===== config.mk =====
export PLATFORM = sky130hd
export DESIGN_NAME = multiplier_dsp48
export DESIGN_NICKNAME = d
export VERILOG_FILES = /design/src/rtl/mult_pkg.sv /design/src/rtl/valid_delay_line.sv /design/src/rtl/multiplier_dsp48.sv
export SDC_FILE = /design/constraint.sdc
export NUM_CORES = 1
export LEC_CHECK = 0
export CELL_PAD_IN_SITES_DETAIL_PLACEMENT = 1
export CELL_PAD_IN_SITES_GLOBAL_PLACEMENT = 1
export CORE_UTILIZATION = 45
export DETAILED_ROUTE_END_ITERATION = 10
export GPL_ROUTABILITY_DRIVEN = 0
export PLACE_DENSITY = 0.79
export SLEW_MARGIN = 0
export SYNTH_ARGS = -nofsm -noshare
export SYNTH_HDL_FRONTEND = slang
export SYNTH_SLANG_ARGS = --single-unit

===== constraint.sdc =====
create_clock -name clock -period 15.6 [get_ports clock]
set_input_delay 3.9 -clock clock [delete_from_list [all_inputs] [get_ports clock]]
set_output_delay 3.9 -clock clock [all_outputs]
set_load 0.005 [all_outputs]

===== src/rtl/mult_pkg.sv =====
// Shared constants and operand/product types for the pipelined DSP48 multiplier.
package mult_pkg;

  localparam int unsigned MULT_W       = 16;
  localparam int unsigned MULT_LATENCY = 2;

  typedef logic [MULT_W-1:0]   mult_op_t;
  typedef logic [2*MULT_W-1:0] mult_prod_t;

endpackage : mult_pkg


===== src/rtl/valid_delay_line.sv =====
// DEPTH-stage shift register for a 1-bit valid flag, cleared asynchronously.
module valid_delay_line #(
  parameter int unsigned DEPTH = 2
) (
  input  logic clock,
  input  logic reset_n,
  input  logic valid_in,
  output logic valid_out
);

  logic [DEPTH-1:0] stage_q;

  always_ff @(posedge clock or negedge reset_n) begin
    if (!reset_n) begin
      stage_q <= '0;
    end else begin
      stage_q[0] <= valid_in;
      for (int unsigned i = 1; i < DEPTH; i++) begin
        stage_q[i] <= stage_q[i-1];
      end
    end
  end

  assign valid_out = stage_q[DEPTH-1];

endmodule : valid_delay_line


===== src/rtl/multiplier_dsp48.sv =====
// Two-stage unsigned multiplier laid out for DSP48 inference (AREG/BREG=1, MREG=0, PREG=1).
module multiplier_dsp48
  import mult_pkg::*;
#(
  parameter int unsigned W       = MULT_W,
  parameter int unsigned LATENCY = MULT_LATENCY
) (
  input  logic             clock,
  input  logic             reset_n,
  input  logic [W-1:0]     in0,
  input  logic [W-1:0]     in1,
  input  logic             valid_in,
  output logic [2*W-1:0]   out,
  output logic             valid_out
);

  generate
    if (LATENCY != 2) begin : g_bad_latency
      $error("multiplier_dsp48: LATENCY must be 2");
    end
    if (W == 0 || W > 18) begin : g_bad_width
      $error("multiplier_dsp48: W must be in 1..18");
    end
  endgenerate

  logic [W-1:0]   a_q;
  logic [W-1:0]   b_q;
  logic [2*W-1:0] p_q;

  // Operands widened before the multiply so the full 2*W product is kept.
  always_ff @(posedge clock or negedge reset_n) begin
    if (!reset_n) begin
      a_q <= '0;
      b_q <= '0;
      p_q <= '0;
    end else begin
      a_q <= in0;
      b_q <= in1;
      p_q <= (2*W)'(a_q) * (2*W)'(b_q);
    end
  end

  assign out = p_q;

  valid_delay_line #(
    .DEPTH (LATENCY)
  ) u_valid_delay (
    .clock     (clock),
    .reset_n   (reset_n),
    .valid_in  (valid_in),
    .valid_out (valid_out)
  );

endmodule : multiplier_dsp48


* Word level (Yosys, flattened, before mapping)
Index checks and enable logic that the tools add are counted.
** Cells by class
- $mul :: 1
** Operators by type and width (number)
- $mul A16 B16 Y32 :: 1
** Storage, ports and cells
- Input bits :: 35
- Register bits after elaboration :: 66
- Word-level logic and storage cells :: 5
- Output and inout bits :: 33

* Logic depth before layout (Yosys ltp)
Gate-level depths: netlist of run 1.
- Depth after elaboration :: 1
- Depth in mapped cells :: 22
- Gate-level depth less buffers :: 21

* Hierarchy
From an unflattened synthesis of run 1, not the netlist that was laid out.
** Unflattened totals
- Cell total of the unflattened synthesis :: 1050
- Area, all modules :: 10254.8 um^2
** By module, submodules not included
- multiplier_dsp48 :: area each 10204.8 um^2, cells an instance 1048, sequential area each 1601.5 um^2, times used 1
- valid_delay_line :: area each 50.0 um^2, cells an instance 2, sequential area each 50.0 um^2, times used 1

* Worst setup path after synthesis of run 1
Ideal clock, no wire load.
- Path kind :: reg2reg
- Start point :: register b_q[7]
- End point :: register p_q[24] (netlist: out[24])
- Cell stages (with the launch flop) :: 22
- Clock period less this slack :: 5.707 ns
- Data arrival time :: 5.569 ns
- Slack :: 9.893 ns
- Data required time :: 15.462 ns
- Buffers on the path :: 1
- Library setup time :: 0.138 ns
- Cell sequence :: dfrtp_1 -> clkbuf_1 -> nand2_1 -> fa_1 -> inv_1 -> fa_1 -> inv_1 -> fa_1 -> inv_1 -> fa_1 -> fa_1 -> inv_1 -> fa_1 -> inv_1 -> ha_1 -> a21o_1 -> a31o_2 -> or2_1 -> a2111oi_2 -> a21o_1 -> o311ai_1 -> xor2_1
** Between the ends
- Longest elaborated chain between the ends :: 1
** Ends and longest elaborated chain
- start: declaration :: line multiplier_dsp48.sv:27 : logic [W-1:0] b_q;
- start signal: assignment :: line multiplier_dsp48.sv:38 : b_q <= in1;
- $mul A16 B16 Y32 :: line multiplier_dsp48.sv:39 : p_q <= (2*W)'(a_q) * (2*W)'(b_q);
- end signal: assignment :: line multiplier_dsp48.sv:39
- end: declaration :: line multiplier_dsp48.sv:28 : logic [2*W-1:0] p_q;
No other way between the ends.

* Final worst setup path of run 1
Ends and elaborated chain as after synthesis.

==> results.sh, run 1 <==
export IMPL_wl_um=27600
export IMPL_timing_rr_start="b_q[7]"
export IMPL_rows=54
export IMPL_slowest_delay_ps=760
export IMPL_status="complete, no violations"
export IMPL_cts_tree="done"
export IMPL_start_util_pct=46.3
export IMPL_path_delay_family="adder cells"
export IMPL_firstDrtPassIters=4
export IMPL_crit_slowest_cell="dfrtp_1"
export IMPL_cp_cell_sequence="nand2_1, fa_1, inv_1, fa_1, inv_1, fa_1, inv_1, fa_1, fa_1, inv_1, fa_1, inv_1, ha_1, a21o_1, a31o_2, or2_1, a2111oi_2, a21o_1, o311ai_1, xor2_1"
export IMPL_rsz0062_at_grt="no"
export IMPL_viasPerCell=5.29
export IMPL_holdCritStartpoint="u_valid_delay.stage_q[0]"
export IMPL_path_class="reg -> reg"
export IMPL_synth_warnings=0
export IMPL_synth_top_area_share_pct=38.2
export IMPL_final_common_cell="inv_1"
export IMPL_ys_ff_latch=66
export IMPL_path_max_fanout=16
export IMPL_drive_gt1_share_pct=2.66
export IMPL_skew_ps=14.6
export IMPL_ys_top_cells_by_area="fa_1 38%, dfrtp_1 16%, ha_1 13%"
export IMPL_synth_area_per_cell_um2=9.72
export IMPL_fin_util_pct=51.9
export IMPL_synth_seq_area_share_pct=16.3
export IMPL_synth_fp_nets=1378
export IMPL_synth_edf_count=0
export IMPL_drc=0
export IMPL_final_hold_viol_count=0
export IMPL_gr_total_overflow=0
export IMPL_clockBufferDepth=2
export IMPL_syn_inst=1045
export IMPL_die_area_um2=23200
export IMPL_worst_setup_path_end_kind="flop"
export IMPL_vias=7252
export IMPL_cts_buffers=9
export IMPL_worst_pin_slew_ps=902
export IMPL_crit_path_start_kind="flop"
export IMPL_antenna_found_initial=0
export IMPL_synthToLayoutAreaGrowth_pct=12.2
export IMPL_clk_latency_ps=360
export IMPL_route_detailed_wl_per_inst_um=20.1
export IMPL_cp_num_buf_inv=5
export IMPL_syn_area_um2=10200
export IMPL_clk_pin_slew_worst_paths_ps=70
export IMPL_grt_pass1_wl_um=45900
export IMPL_cts_hold_buffers=0
export IMPL_fillers=2445
export IMPL_cts_root_buf="clkbuf_16"
export IMPL_final_nets=1420
export IMPL_cts_max_level=3
export IMPL_ctsResizeCount=0
export IMPL_grt_start_max_net_pins=67
export IMPL_cts_sinks=66
export IMPL_slew_headroom_pct=39.9
export IMPL_drv_cap=0
export IMPL_placed_area_um2=11000
export IMPL_drt_iter0_markers=334
export IMPL_final_cell_area_um2=11400
export IMPL_antennaDiodeCount=0
export IMPL_fin_crit_ps=6290
export IMPL_ioPinCount=68
export IMPL_path_common_cell="fa_1"
export IMPL_yosysUniqueCellTypes=45
export IMPL_ys_flop_type="dfrtp_1"
export IMPL_min_path_type="reg -> reg"
export IMPL_die_h_um=152
export IMPL_grt_pass1_vias=8447
export IMPL_grt_use_total_pct=25.9
export IMPL_maxSlewViolCount=0
export IMPL_final_cell_mix="223 x inv_1, 194 x fa_1, 155 x nand2_1"
export IMPL_finalSetupViolCount=0
export IMPL_place_hpwl_um=22000
export IMPL_crit_start="b_q[7]"
export IMPL_max_freq_mhz=159
export IMPL_io_buffers=67
export IMPL_min_period_over_period_pct=40.3
export IMPL_synth_area_leader_cell="fa_1"
export IMPL_cts_setup_buffers=0
export IMPL_async_reset_ff_share_pct=100
export IMPL_core_um2=22000
export IMPL_required_ps=15820
export IMPL_antenna_left=0
export IMPL_chipWidth_um=152
export IMPL_fin_setup_tns_ps=0
export IMPL_cp_arrival_ps=6500
## routing by layer
layer | vias up | part of all wire, % | global-route usage (%)
li1 | 3202 | - | -
met1 | 3823 | 41 | 33.2
met2 | 167 | 52 | 45.2
met3 | 60 | 4.5 | 3.19
met4 | 0 | 3.0 | 9.28
met5 | - | 0 | 0
## synth_stat cells, types with 2 or more instances
library cell / count
xnor2_1: 20
dfrtp_1: 66
inv_1: 223
a21oi_1: 29
o21bai_1: 4
clkbuf_1: 35
nor2_1: 12
nand4_1: 7
o21a_1: 2
fa_1: 194
a21o_1: 13
nand2_1: 155
and3_1: 6
nand3_1: 6
xor2_1: 9
and2_1: 124
and2b_1: 2
ha_1: 104
o21ai_0: 8
## layout make-up
type	instances	area [um2]	area share, %
clock buffer	9	225	1.98
clock inverter	7	130	1.14
inverter	223	837	7.35
multi-input combinational	720	7530	66.1
sequential	66	1650	14.5
tap	280	350	3.07
timing repair buffer	67	668	5.86
## registers in the layout (all words and copies together) (netlist names)
register / flops
u_valid_delay.stage_q: 2
out: 32
a_q: 16
b_q: 16
## cell families after synthesis
| logic type | after synthesis | share of synthesized area (%) |
|---|---|---|
| compound gates | 75 | 5.08 |
| xor+xnor | 29 | 2.50 |
| fa+ha+maj | 298 | 51.1 |
| buf+inv | 259 | 9.58 |
| flops | 66 | 16.3 |
| simple gates | 318 | 15.5 |
## metrics by stage
stage                     std cells  hold slack [ps]  setup slack (ps)
after floorplan                1045              331              9890
after global placement         1356              334              9450
after detailed placement       1356              336              9340
after CTS                      1372              352              9320
after global routing           1372              359              9000
final                          1372              348              9310
## final timing paths
path,to,slack (ps),depth (start not counted)
worst max register to register,out[24],9310,20
min in group asynchronous,u_valid_delay.stage_q[0],3680,1
worst min register to register,u_valid_delay.stage_q[1],350,0
worst max-delay path,out[24],9310,20
worst min-delay path,u_valid_delay.stage_q[1],350,0
max in group asynchronous,a_q[6],11340,1
Power of run 1 is not shown: default switching activity piles up to over one toggle a cycle in this logic, so the estimate is an artifact.
==> run 2: changes to the inputs <==
--- a/config.mk
+++ b/config.mk
@@ -7,10 +7,10 @@
 export LEC_CHECK = 0
 export CELL_PAD_IN_SITES_DETAIL_PLACEMENT = 1
 export CELL_PAD_IN_SITES_GLOBAL_PLACEMENT = 1
-export CORE_UTILIZATION = 45
+export CORE_UTILIZATION = 44
 export DETAILED_ROUTE_END_ITERATION = 10
 export GPL_ROUTABILITY_DRIVEN = 0
-export PLACE_DENSITY = 0.79
+export PLACE_DENSITY = 0.8
 export SLEW_MARGIN = 0
 export SYNTH_ARGS = -nofsm -noshare
 export SYNTH_HDL_FRONTEND = slang
==> constraint.sdc (replaced) <==
create_clock -name clock -period 5.6 [get_ports clock]
set_input_delay 1.4 -clock clock [delete_from_list [all_inputs] [get_ports clock]]
set_output_delay 1.4 -clock clock [all_outputs]
set_load 0.005 [all_outputs]
==> run 2 against run 1 <==
Compared with the run above: the flow now finishes with violations (setup timing); non-clock buffer count increased by 141; clock-buffer cell count increased by 1; sequential share of layout area decreased by 1.7 points; die area increased by 2.2%; register-to-register slack got worse by 9800 ps; flip-flop and latch count unchanged; final area increased by 15%; core utilization increased by 6.1 points; final cell count increased by 11%; wire length increased by 56%; critical path depth increased by 2; critical path type unchanged; critical endpoint is now out[29]; largest cell class unchanged.
==> results.sh, run 2 (synthesized netlist as in run 1, its figures left out) <==
export IMPL_crit_path_start_kind="flop"
export IMPL_fin_setup_tns_ps=-6370
export IMPL_final_cell_mix="212 x inv_1, 181 x fa_1, 147 x nand2_1"
export IMPL_fin_crit_ps=6120
export IMPL_start_util_pct=44.9
export IMPL_fillers=2451
export IMPL_drc=0
export IMPL_min_period_over_period_pct=109
export IMPL_cts_root_buf="clkbuf_16"
export IMPL_maxSlewViolCount=0
export IMPL_path_class="reg -> reg"
export IMPL_fin_cells=1518
export IMPL_wl_um=43100
export IMPL_slew_headroom_pct=39.8
export IMPL_rsz0062_at_grt="yes"
export IMPL_cts_max_level=3
export IMPL_cp_arrival_ps=6350
export IMPL_place_hpwl_um=25600
export IMPL_finalSetupViolCount=19
export IMPL_firstDrtPassIters=5
export IMPL_antenna_found_initial=0
export IMPL_violations="setup timing"
export IMPL_final_nets=1561
export IMPL_route_detailed_wl_per_inst_um=28.4
export IMPL_clk_pin_slew_worst_paths_ps=70
export IMPL_ioPinCount=68
export IMPL_skew_ps=9.91
export IMPL_largest_reg_flops=32
export IMPL_io_buffers=67
export IMPL_cts_buffers=9
export IMPL_worst_pin_slew_ps=903
export IMPL_drive_gt1_share_pct=22.7
export IMPL_grt_pass1_wl_um=60700
export IMPL_core_um2=22600
export IMPL_drv_cap=0
export IMPL_gr_total_overflow=0
export IMPL_grt_use_total_pct=34.8
export IMPL_rows=55
export IMPL_antennaDiodeCount=0
export IMPL_worst_setup_path_end_kind="flop"
export IMPL_chipWidth_um=154
export IMPL_grt_pass1_vias=10248
export IMPL_placedCellCount=1474
export IMPL_antenna_left=0
export IMPL_finalWorstSetupSlack_ps=-516
export IMPL_grt_start_max_net_pins=35
export IMPL_synthToLayoutAreaGrowth_pct=29.3
export IMPL_viasPerCell=5.83
export IMPL_clk_latency_ps=370
export IMPL_fin_util_pct=58.0
export IMPL_min_path_type="reg -> reg"
export IMPL_clockBufferDepth=2
export IMPL_path_max_fanout=8
export IMPL_status="finished, violations left"
export IMPL_drt_iter0_markers=712
export IMPL_cts_tree="done"
export IMPL_max_freq_mhz=164
export IMPL_required_ps=5840
export IMPL_final_common_cell="inv_1"
export IMPL_hold_ws_ps=348
export IMPL_die_h_um=154
export IMPL_cts_sinks=66
export IMPL_final_hold_viol_count=0
export IMPL_vias=8845
export IMPL_die_area_um2=23700
==> run 2: cell types whose count changed in the layout (fill, tap and decap cells not counted), moves of 11 or more <==
cell,change
buf_4,+117
dfrtp_1,-21
dfrtp_2,+21
buf_6,+16
a21oi_1,-14
fa_1,-13
fa_2,+13
inv_1,-11
inv_2,+11
==> run 2: final timing paths <==
path                                     startpoint                       end  slack, ps  cells past startpoint
min reg2reg                u_valid_delay.stage_q[0]  u_valid_delay.stage_q[1]        350                      0
max                                          b_q[4]                   out[29]       -520                     22
max in group asynchronous                   reset_n                    a_q[7]       3330                      2
max reg2reg                                  b_q[4]                   out[29]       -520                     22
min in group asynchronous                   reset_n                   out[18]       1150                      1
min                        u_valid_delay.stage_q[0]  u_valid_delay.stage_q[1]        350                      0
==> run 2: worst max-delay path: stages (launching register included) <==
cell and delay (ps):
dfrtp_2 480, buf_6 160, and2_1 180, fa_1 580, inv_1 70, fa_1 430, fa_1 590, inv_1 90
fa_1 520, fa_1 580, inv_1 90, fa_1 580, inv_2 80, ha_4 230, buf_4 150, nand2_2 100
buf_4 130, nor2_4 40, a221oi_2 300, nand2_2 140, a41oi_2 200, o21bai_1 100, xor2_1 150
==> run 2: timing repair <==
action | in CTS | in global routing
pin swaps | 41 | 42
setup endpoints to repair | 16 | 19
hold buffers | 0 | 0
buffers inserted | 21 | 10
resized for setup | 99 | 61
==> run 2: per-stage QoR <==
stage	area [um2]	setup WS (ps)
floorplan	10200	2.62
global placement	12000	-222
detailed placement	12000	-398
CTS	12800	-155
global route	13100	-556
finish	13100	-516
==> run 2: final cells by class <==
class	instances	area, um2	area share (%)
repair buffers	208	1870	14.3
clock buffers	10	229	1.74
inverters	223	837	6.38
flip-flops and latches	66	1680	12.8
clock inverters	6	90.1	0.686
multi-input cells	720	8070	61.4
well taps	285	357	2.72
==> run 2: routing by layer <==
layer	track usage, %	wire length, um	up-vias
met5	0	0	-
met4	24.0	3620	0
met3	6.57	3220	254
met2	59.7	21200	531
met1	39.3	15100	4571
li1	-	-	3489
Power of run 2 is left out for the same reason.
